### src/rtl/buzz_pkg.sv
// Shared definitions for the buzzer scheduler: state encoding, width helper,
// and the default system clock frequency.
package buzz_pkg;

    localparam int CLK_FREQ_HZ = 100_000_000;

    typedef enum logic [1:0] {
        IDLE    = 2'd0,
        PLAY    = 2'd1,
        GAP     = 2'd2,
        PREEMPT = 2'd3
    } state_t;

    // Bits needed to index v distinct values (never less than 1).
    function automatic int clog2(input longint v);
        int w;
        w = 0;
        while ((64'(1) << w) < v) w++;
        return (w < 1) ? 1 : w;
    endfunction

endpackage

### src/rtl/buzz_scheduler_prio_enc.sv
// Fixed-priority encoder: the lowest set bit of vec wins.
module prio_enc
    import buzz_pkg::*;
#(
    parameter  int N = 2,
    localparam int W = clog2(N)
) (
    input  logic [N-1:0] vec,
    output logic [W-1:0] idx,
    output logic         vld
);

    // Scan from the top down so the lowest set index is the last one written.
    always_comb begin
        idx = '0;
        vld = 1'b0;
        for (int i = N - 1; i >= 0; i--) begin
            if (vec[i]) begin
                idx = W'(i);
                vld = 1'b1;
            end
        end
    end

endmodule

### src/rtl/buzz_scheduler.sv
// Buzzer scheduler: latches melody requests, grants one player at a time by
// fixed priority, runs a watchdog on each grant and enforces a silent gap
// between melodies. Define BUZZ_PREEMPT_EN to let a higher-priority request
// abort the melody that is currently playing.
module buzz_scheduler
    import buzz_pkg::*;
#(
    parameter  int N_SRC           = 2,
    parameter  int GAP_CYCLES      = 10_000_000,
    parameter  int MAX_PLAY_CYCLES = 500_000_000,
    localparam int ID_W            = clog2(N_SRC)
) (
    input  logic             clk,
    input  logic             rst,
    input  logic [N_SRC-1:0] req,
    input  logic [N_SRC-1:0] done,
    input  logic [N_SRC-1:0] melody,
    output logic [N_SRC-1:0] en,
    output logic             buzz,
    output logic             busy,
    output logic [ID_W-1:0]  active_id,
    output logic             timeout
);

    localparam int PLAY_W = clog2(longint'(MAX_PLAY_CYCLES) + 1);
    localparam int GAP_W  = clog2(longint'(GAP_CYCLES) + 1);

    state_t             state, stateNxt;
    logic [N_SRC-1:0]   pending, clrMask;
    logic [N_SRC-1:0]   enNxt;
    logic [ID_W-1:0]    idNxt, gIdx;
    logic               gVld, toutNxt, playEnd;
    logic [PLAY_W-1:0]  playCnt, playNxt;
    logic [GAP_W-1:0]   gapCnt, gapNxt;

    // One encoder serves both the grant choice and the preemption compare.
    prio_enc #(.N(N_SRC)) uGrant (
        .vec (pending),
        .idx (gIdx),
        .vld (gVld)
    );

    assign busy    = (state != IDLE);
    assign playEnd = done[active_id] || (playCnt == PLAY_W'(MAX_PLAY_CYCLES - 1));

    // Next-state and next-output decode; a grant also clears its pending bit.
    always_comb begin
        stateNxt = state;
        enNxt    = en;
        idNxt    = active_id;
        toutNxt  = 1'b0;
        playNxt  = playCnt;
        gapNxt   = gapCnt;
        clrMask  = '0;
        case (state)
            IDLE
`ifdef BUZZ_PREEMPT_EN
            , PREEMPT
`endif
            : begin
                if (gVld) begin
                    enNxt        = '0;
                    enNxt[gIdx]  = 1'b1;
                    clrMask[gIdx] = 1'b1;
                    idNxt        = gIdx;
                    playNxt      = '0;
                    stateNxt     = PLAY;
                end
            end
            PLAY: begin
                playNxt = playCnt + PLAY_W'(1);
                if (playEnd) begin
                    // A real done wins over a coincident watchdog expiry.
                    enNxt   = '0;
                    idNxt   = '0;
                    toutNxt = !done[active_id];
                    if (GAP_CYCLES == 0) begin
                        stateNxt = IDLE;
                    end else begin
                        stateNxt = GAP;
                        gapNxt   = GAP_W'(GAP_CYCLES - 1);
                    end
                end
`ifdef BUZZ_PREEMPT_EN
                else if (gVld && (gIdx < active_id)) begin
                    enNxt    = '0;
                    idNxt    = '0;
                    stateNxt = PREEMPT;
                end
`endif
            end
            GAP: begin
                if (gapCnt == '0) stateNxt = IDLE;
                else              gapNxt   = gapCnt - GAP_W'(1);
            end
            default: stateNxt = IDLE;
        endcase
    end

    // State, outputs and counters; reset silences the buzzer immediately.
    always_ff @(posedge clk or posedge rst) begin
        if (rst) begin
            state     <= IDLE;
            pending   <= '0;
            en        <= '0;
            buzz      <= 1'b0;
            active_id <= '0;
            timeout   <= 1'b0;
            playCnt   <= '0;
            gapCnt    <= '0;
        end else begin
            state     <= stateNxt;
            pending   <= (pending & ~clrMask) | req;
            en        <= enNxt;
            buzz      <= (state == PLAY) ? melody[active_id] : 1'b0;
            active_id <= idNxt;
            timeout   <= toutNxt;
            playCnt   <= playNxt;
            gapCnt    <= gapNxt;
        end
    end

endmodule

### config.mk
export PLATFORM = sky130hd
export DESIGN_NAME = buzz_scheduler
export DESIGN_NICKNAME = d
export VERILOG_FILES = /design/src/rtl/buzz_pkg.sv /design/src/rtl/buzz_scheduler_prio_enc.sv /design/src/rtl/buzz_scheduler.sv
export SDC_FILE = /design/constraint.sdc
export NUM_CORES = 1
export LEC_CHECK = 0
export CAP_MARGIN = 20
export CORE_MARGIN = 4
export CORE_UTILIZATION = 60
export DETAILED_ROUTE_END_ITERATION = 7
export HOLD_SLACK_MARGIN = 0.02
export PLACE_DENSITY = 0.79
export SYNTH_ARGS = -nofsm -noshare
export SYNTH_HDL_FRONTEND = slang
export SYNTH_SLANG_ARGS = --single-unit
### constraint.sdc
create_clock -name clk -period 4 [get_ports clk]
set_input_delay 0.6 -clock clk [delete_from_list [all_inputs] [get_ports clk]]
set_output_delay 0.6 -clock clk [all_outputs]
set_load 0.03 [all_outputs]
==> results of run 1 <==
## state kept, by name (all words and copies together) (netlist names)
register  count
pending       2
playCnt      29
timeout       1
en            2
gapCnt       24
buzz          1
state         2
## logic make-up (layout without fill, tap and decap cells)
logic type / after synthesis / after routing
DFF: 61 / 61
xor gates and xnor gates: 38 / 38
buffers and inverters: 14 / 35
AOI/OAI and AO/OA: 39 / 39
and+or+nand+nor: 158 / 158
adders and majority gates: 3 / 3
muxes: 3 / 3
## worst paths after layout
| check | cells past startpoint | from | end | slack (ps) |
|---|---|---|---|---|
| max reg2reg | 7 | gapCnt[0]$_DFFE_PP0P_ | gapCnt[2]$_DFFE_PP0P_ | 1290 |
| max in group asynchronous | 3 | rst | gapCnt[6]$_DFFE_PP0P_ | 2560 |
| min | 1 | en[0]$_DFFE_PP0P_ | en[0]$_DFFE_PP0P_ | 530 |
| min in group asynchronous | 2 | rst | playCnt[13]$_DFFE_PP0P_ | 560 |
| min reg2reg | 1 | en[0]$_DFFE_PP0P_ | en[0]$_DFFE_PP0P_ | 530 |
| max | 7 | gapCnt[0]$_DFFE_PP0P_ | gapCnt[2]$_DFFE_PP0P_ | 1290 |
## synthesized netlist by cell type, types with 3 or more instances
| cell | number | share of area (%) |
|---|---|---|
| inv_1 | 4 | 0.48 |
| buf_2 | 3 | 0.48 |
| clkbuf_1 | 6 | 0.72 |
| xnor2_1 | 14 | 3.9 |
| or3_1 | 11 | 2.2 |
| o21ai_0 | 10 | 1.6 |
| nor2_1 | 43 | 5.2 |
| and4_1 | 8 | 2.2 |
| xor2_1 | 24 | 6.7 |
| nor2b_1 | 3 | 0.60 |
| nand4_1 | 12 | 2.4 |
| o21a_1 | 3 | 0.72 |
| nand3_1 | 13 | 2.1 |
| nor4_1 | 9 | 1.8 |
| or4_1 | 6 | 1.4 |
| nor3_1 | 6 | 0.96 |
| a21oi_1 | 6 | 0.96 |
| o211ai_1 | 3 | 0.72 |
| dfrtp_1 | 61 | 49 |
| nand2_1 | 23 | 2.8 |
| ha_1 | 3 | 1.2 |
| and3_1 | 8 | 1.6 |
## routing by layer
metal	track usage, %	vias up	share of wire, %
li1	-	1174	-
met1	31.3	1181	50
met2	33.0	46	44
met3	3.92	12	4.3
met4	9.80	0	1.6
met5	0	-	0
## worst register-to-register path, cell delays in order (launching register included)
cell	delay (ps)
dfrtp_1	400
inv_1	90
ha_1	130
or4b_1	480
nor3_2	820
a21o_1	380
xor2_1	180
nand2_1	70
## where the power goes
group	total [mW]	switching [mW]	internal, mW
Sequential	0.754	0.0807	0.674
Clock	0.489	0.233	0.255
Combinational	0.394	0.249	0.144
Total	1.64	0.563	1.07
## metrics by stage
stage	area (um^2)	power, mW	util [%]
2_1_floorplan	3130	1.03	-
3_3_place_gp	3320	1.15	65.4
3_5_place_dp	3320	1.16	65.4
4_1_cts	3500	1.65	68.9
5_1_grt	3500	1.73	68.9
6_report	3500	1.64	68.9
## area by class of cell
type	count	area, um^2	area share, %
clock buffer	12	155	4.43
clock inverter	4	22.5	0.644
inverter	4	15.0	0.429
multi-input combinational	241	1550	44.2
sequential	61	1530	43.6
tap	70	87.6	2.50
timing repair buffer	15	145	4.15
==> flow_summary_export.csv, run 1 <==
group,metric,value,unit
die,die_x,80.3,um
timing,finalSetupTns,0,ps
synth,post_synth.cell_area_avg,9.91,um^2
final_layout,nets,343,
placed_design,dp_slack,1360,ps
clock_tree,clkTransAtPathRegs,60,ps
worst_setup_path,crit_buf_inv,1,
synth,ys_ff_latch,61,
global_route,track_usage,22.1,%
final_layout,diodes,0,
clock_tree,cts_made_buffers,9,
worst_setup_path,cp_top_family,"simple AND/OR/NAND/NOR gates",
die,pin_count,14,
die,initial_core_util,61.7,%
detailed_routing,wl_per_cell,15.1,um
placed_design,hpwl,4.29,mm
worst_setup_path,arrival,2870,ps
die,row_count,26,
final_layout,fin_cells,407,
synth,synth_edf_count,0,
synth,netlist_area,3130,um^2
detailed_routing,dr.pass1.iters,4,
final_layout,fillers,401,
global_route,antenna_found_initial,0,
clock_tree,cts_tree,"yes",
timing,tightestPinTransition,1000,ps
synth,ys_warn_count,0,
clock_tree,clock_latency,330,ps
synth,synth_compound_area_share,8.59,%
clock_tree,cts.htree.levels,3,
worst_setup_path,cpMaxStageDelayCell,"nor3_2",
worst_setup_path,cp_cell_sequence,"inv_1, ha_1, or4b_1, nor3_2, a21o_1, xor2_1, nand2_1",
timing,rsz0062_at_grt,"false",
timing,period_share,67.6,%
clock_tree,cts-resized-gates,0,
detailed_routing,drc,0,
worst_setup_path,setup.worst_path.class,"reg2reg",
worst_setup_path,worstPathRequired,4170,ps
clock_tree,clock_path_buffers,2,
detailed_routing,vias,2413,
clock_tree,cts.sink_count,61,
final_layout,syn2layout_area_growth,11.7,%
detailed_routing,wl,6.16,mm
placed_design,dp_cells,391,
worst_setup_path,cp-start-kind,"flop",
final_layout,layout_commonest_cell,"dfrtp_1",
die,coreArea,5070,um^2
power,ir_drop,0.000314,V
synth,synth_async_sr_flop_share,100,%
detailed_routing,viasPerCell,5.93,
timing,max_freq,370,MHz
synth,syn-num-nets,327,
detailed_routing,drt_iter0_markers,164,
clock_tree,cts_setup_buffers,0,
power,power.density,468,nW/um^2
timing,fin_crit,2710,ps
final_layout,drive_gt1_share,8.01,%
placed_design,gp_congestion,0.795,
synth,synth_adder_area_share,1.20,%
synth,synth_cell_types,51,
synth,yosysSeqAreaShare,48.7,%
synth,synth_top_family_by_area,"simple AND/OR/NAND/NOR gates",
global_route,grt_pass1_wl,11.0,mm
timing,finalSetupViolCount,0,
final_layout,final_cell_mix,"dfrtp_1, nor2_1, xor2_1, nand2_1, xnor2_1",
worst_setup_path,crit_path_max_fanout,16,
power,p_leak,1.39,nW
timing,fin_ws,1290,ps
detailed_routing,ant_nets,0,
outcome,status,"finished, final reports clean",
die,die-area,6440,um^2
die,die_y,80.3,um
timing,whs,528,ps
timing,slew_headroom,33.0,%
global_route,overflow,0,
synth,syn-instance-count,316,
worst_setup_path,endpoint_kind,"flop",
worst_hold_path,worstHoldPathType,"reg2reg",
placed_design,portBuffers,13,
global_route,grt_max_degree,45,
timing,finalMaxSlewViolations,0,
synth,synth_xor_area_share,10.6,%
synth,muxShareOfSynthArea,0.998,%
synth,ys.flop_type,"dfrtp_1",
clock_tree,cts_root_buf,"clkbuf_8",
global_route,grt_pass1_vias,2319,
timing,final_hold_viol_count,0,
clock_tree,cts_hold_buffers,0,
synth,synth-simple-area-share,28.0,%
run,max-cap-violations,0,
worst_setup_path,cpPeakStageDelay,820,ps
timing,finClkSkew,9.41,ps
Power figures use the tool's default switching activity.
==> run 2, diff against run 1 <==
==> constraint.sdc (replaced) <==
create_clock -name clk -period 2.8 [get_ports clk]
set_input_delay 0.42 -clock clk [delete_from_list [all_inputs] [get_ports clk]]
set_output_delay 0.42 -clock clk [all_outputs]
set_load 0.03 [all_outputs]
==> flow_summary_export.csv, run 2 (same netlist as run 1, synthesis figures left out) <==
group,metric,value,unit
final_layout,final_cell_mix,"dfrtp_1, nor2_1, xor2_1, nand2_1, xnor2_1",
clock_tree,cts_setup_buffers,0,
worst_setup_path,crit_path_max_fanout,12,
clock_tree,cts.sink_count,61,
worst_hold_path,worstHoldPathType,"reg2reg",
timing,finalMaxSlewViolations,0,
power,fin_total_pwr,2.30,mW
timing,rsz0062_at_grt,"false",
outcome,status,"finished, final reports clean",
timing,whs,537,ps
placed_design,hpwl,4.33,mm
worst_setup_path,endpoint_kind,"output port",
placed_design,portBuffers,13,
global_route,track_usage,22.1,%
global_route,antenna_found_initial,0,
final_layout,layout_commonest_cell,"dfrtp_1",
timing,fin_ws,420,ps
die,die-area,6440,um^2
power,p_sw_share,35.1,%
power,p_seq_share,46.9,%
timing,tightestPinTransition,761,ps
final_layout,nets,349,
timing,finClkSkew,5.43,ps
timing,period_share,85.0,%
final_layout,syn2layout_area_growth,12.1,%
power,intPower,1.49,mW
final_layout,diodes,0,
global_route,overflow,0,
worst_setup_path,setup.worst_path.class,"reg2out",
detailed_routing,drc,0,
global_route,grt_pass1_wl,11.0,mm
final_layout,fin_cells,411,
clock_tree,cts.htree.levels,3,
clock_tree,clkTransAtPathRegs,60,ps
detailed_routing,dr.pass1.iters,4,
final_layout,largest_register,"playCnt",
die,pin_count,14,
global_route,grt_pass1_vias,2361,
detailed_routing,wl_per_cell,15.5,um
detailed_routing,viasPerCell,5.88,
die,initial_core_util,61.7,%
clock_tree,clock_latency,340,ps
worst_setup_path,arrival,1960,ps
final_layout,drive_gt1_share,8.80,%
final_layout,stdcell_area,3510,um^2
clock_tree,clock_path_buffers,2,
clock_tree,cts_hold_buffers,0,
timing,finalSetupViolCount,0,
die,coreArea,5070,um^2
clock_tree,cts_made_buffers,9,
power,p_leak,1.41,nW
placed_design,dp_slack,465,ps
detailed_routing,ant_nets,0,
timing,final_hold_viol_count,0,
power,p_sw,809,uW
timing,finalSetupTns,0,ps
detailed_routing,drt_iter0_markers,147,
detailed_routing,vias,2418,
final_layout,post-route-util,69.2,%
placed_design,gp_congestion,0.826,
timing,slew_headroom,49.3,%
clock_tree,cts_tree,"yes",
clock_tree,cts-resized-gates,0,
power,ir_drop,0.000342,V
clock_tree,cts_root_buf,"clkbuf_8",
power,p_clk_share,27.3,%
final_layout,largest_reg_flops,29,
detailed_routing,wl,6.35,mm
power,pwr-share-comb,25.9,%
final_layout,top_regs,"playCnt x29, gapCnt x24",
placed_design,place_area,3370,um^2
timing,max_freq,420,MHz
die,die_y,80.3,um
die,row_count,26,
power,power.density,656,nW/um^2
worst_setup_path,worstPathRequired,2380,ps
die,die_x,80.3,um
run,max-cap-violations,0,
worst_setup_path,cp-start-kind,"flop",
placed_design,dp_cells,397,
global_route,grt_max_degree,62,
timing,fin_crit,2380,ps
## run 2: cell types whose count changed in the layout (fill, tap and decap cells not counted), sizes merged
cell / change
buf: +6
clkbuf: -1
clkinvlp: -1
## run 2: critical path, stage by stage, from the launching register on
cell             delay, ps
dfrtp_1                610
nor2_1                 160
inv_1                  150
clkdlybuf4s50_1        690
## run 2: routing by layer
metal / wire length (um) / track usage, % / up-vias
met3: 280 / 5.83 / 9
li1: - / - / 1182
met2: 2970 / 34.1 / 60
met4: 68 / 9.80 / 0
met5: 0 / 0 / -
met1: 3030 / 29.1 / 1167
## run 2: layout make-up
cell class | count | area, um^2
Clock buffer | 11 | 131
Clock inverter | 3 | 15.0
Fill cell | 401 | 1560
Inverter | 4 | 15.0
Multi-Input combinational cell | 241 | 1550
Sequential cell | 61 | 1530
Tap cell | 70 | 87.6
Timing Repair Buffer | 21 | 190
## run 2: worst paths after layout
check	from	to	slack, ps	cells after the start
worst min-delay path	playCnt[24]$_DFFE_PP0P_	playCnt[24]$_DFFE_PP0P_	540	2
worst min register to register	playCnt[24]$_DFFE_PP0P_	playCnt[24]$_DFFE_PP0P_	540	2
worst max register to register	gapCnt[0]$_DFFE_PP0P_	gapCnt[13]$_DFFE_PP0P_	450	8
max in group asynchronous	rst	playCnt[0]$_DFFE_PP0P_	1680	3
worst max-delay path	state[1]$_DFFE_PP0P_	busy	420	3
min in group asynchronous	rst	playCnt[12]$_DFFE_PP0P_	600	3
## run 2: power by group through the flow
stage,registers [mW],logic [mW],clock network (mW)
after CTS,1.08,0.598,0.642
after detailed placement,1.09,0.595,0
after global routing,1.09,0.656,0.687
final,1.08,0.596,0.628
after global placement,1.09,0.580,0
after floorplan,1.09,0.382,0
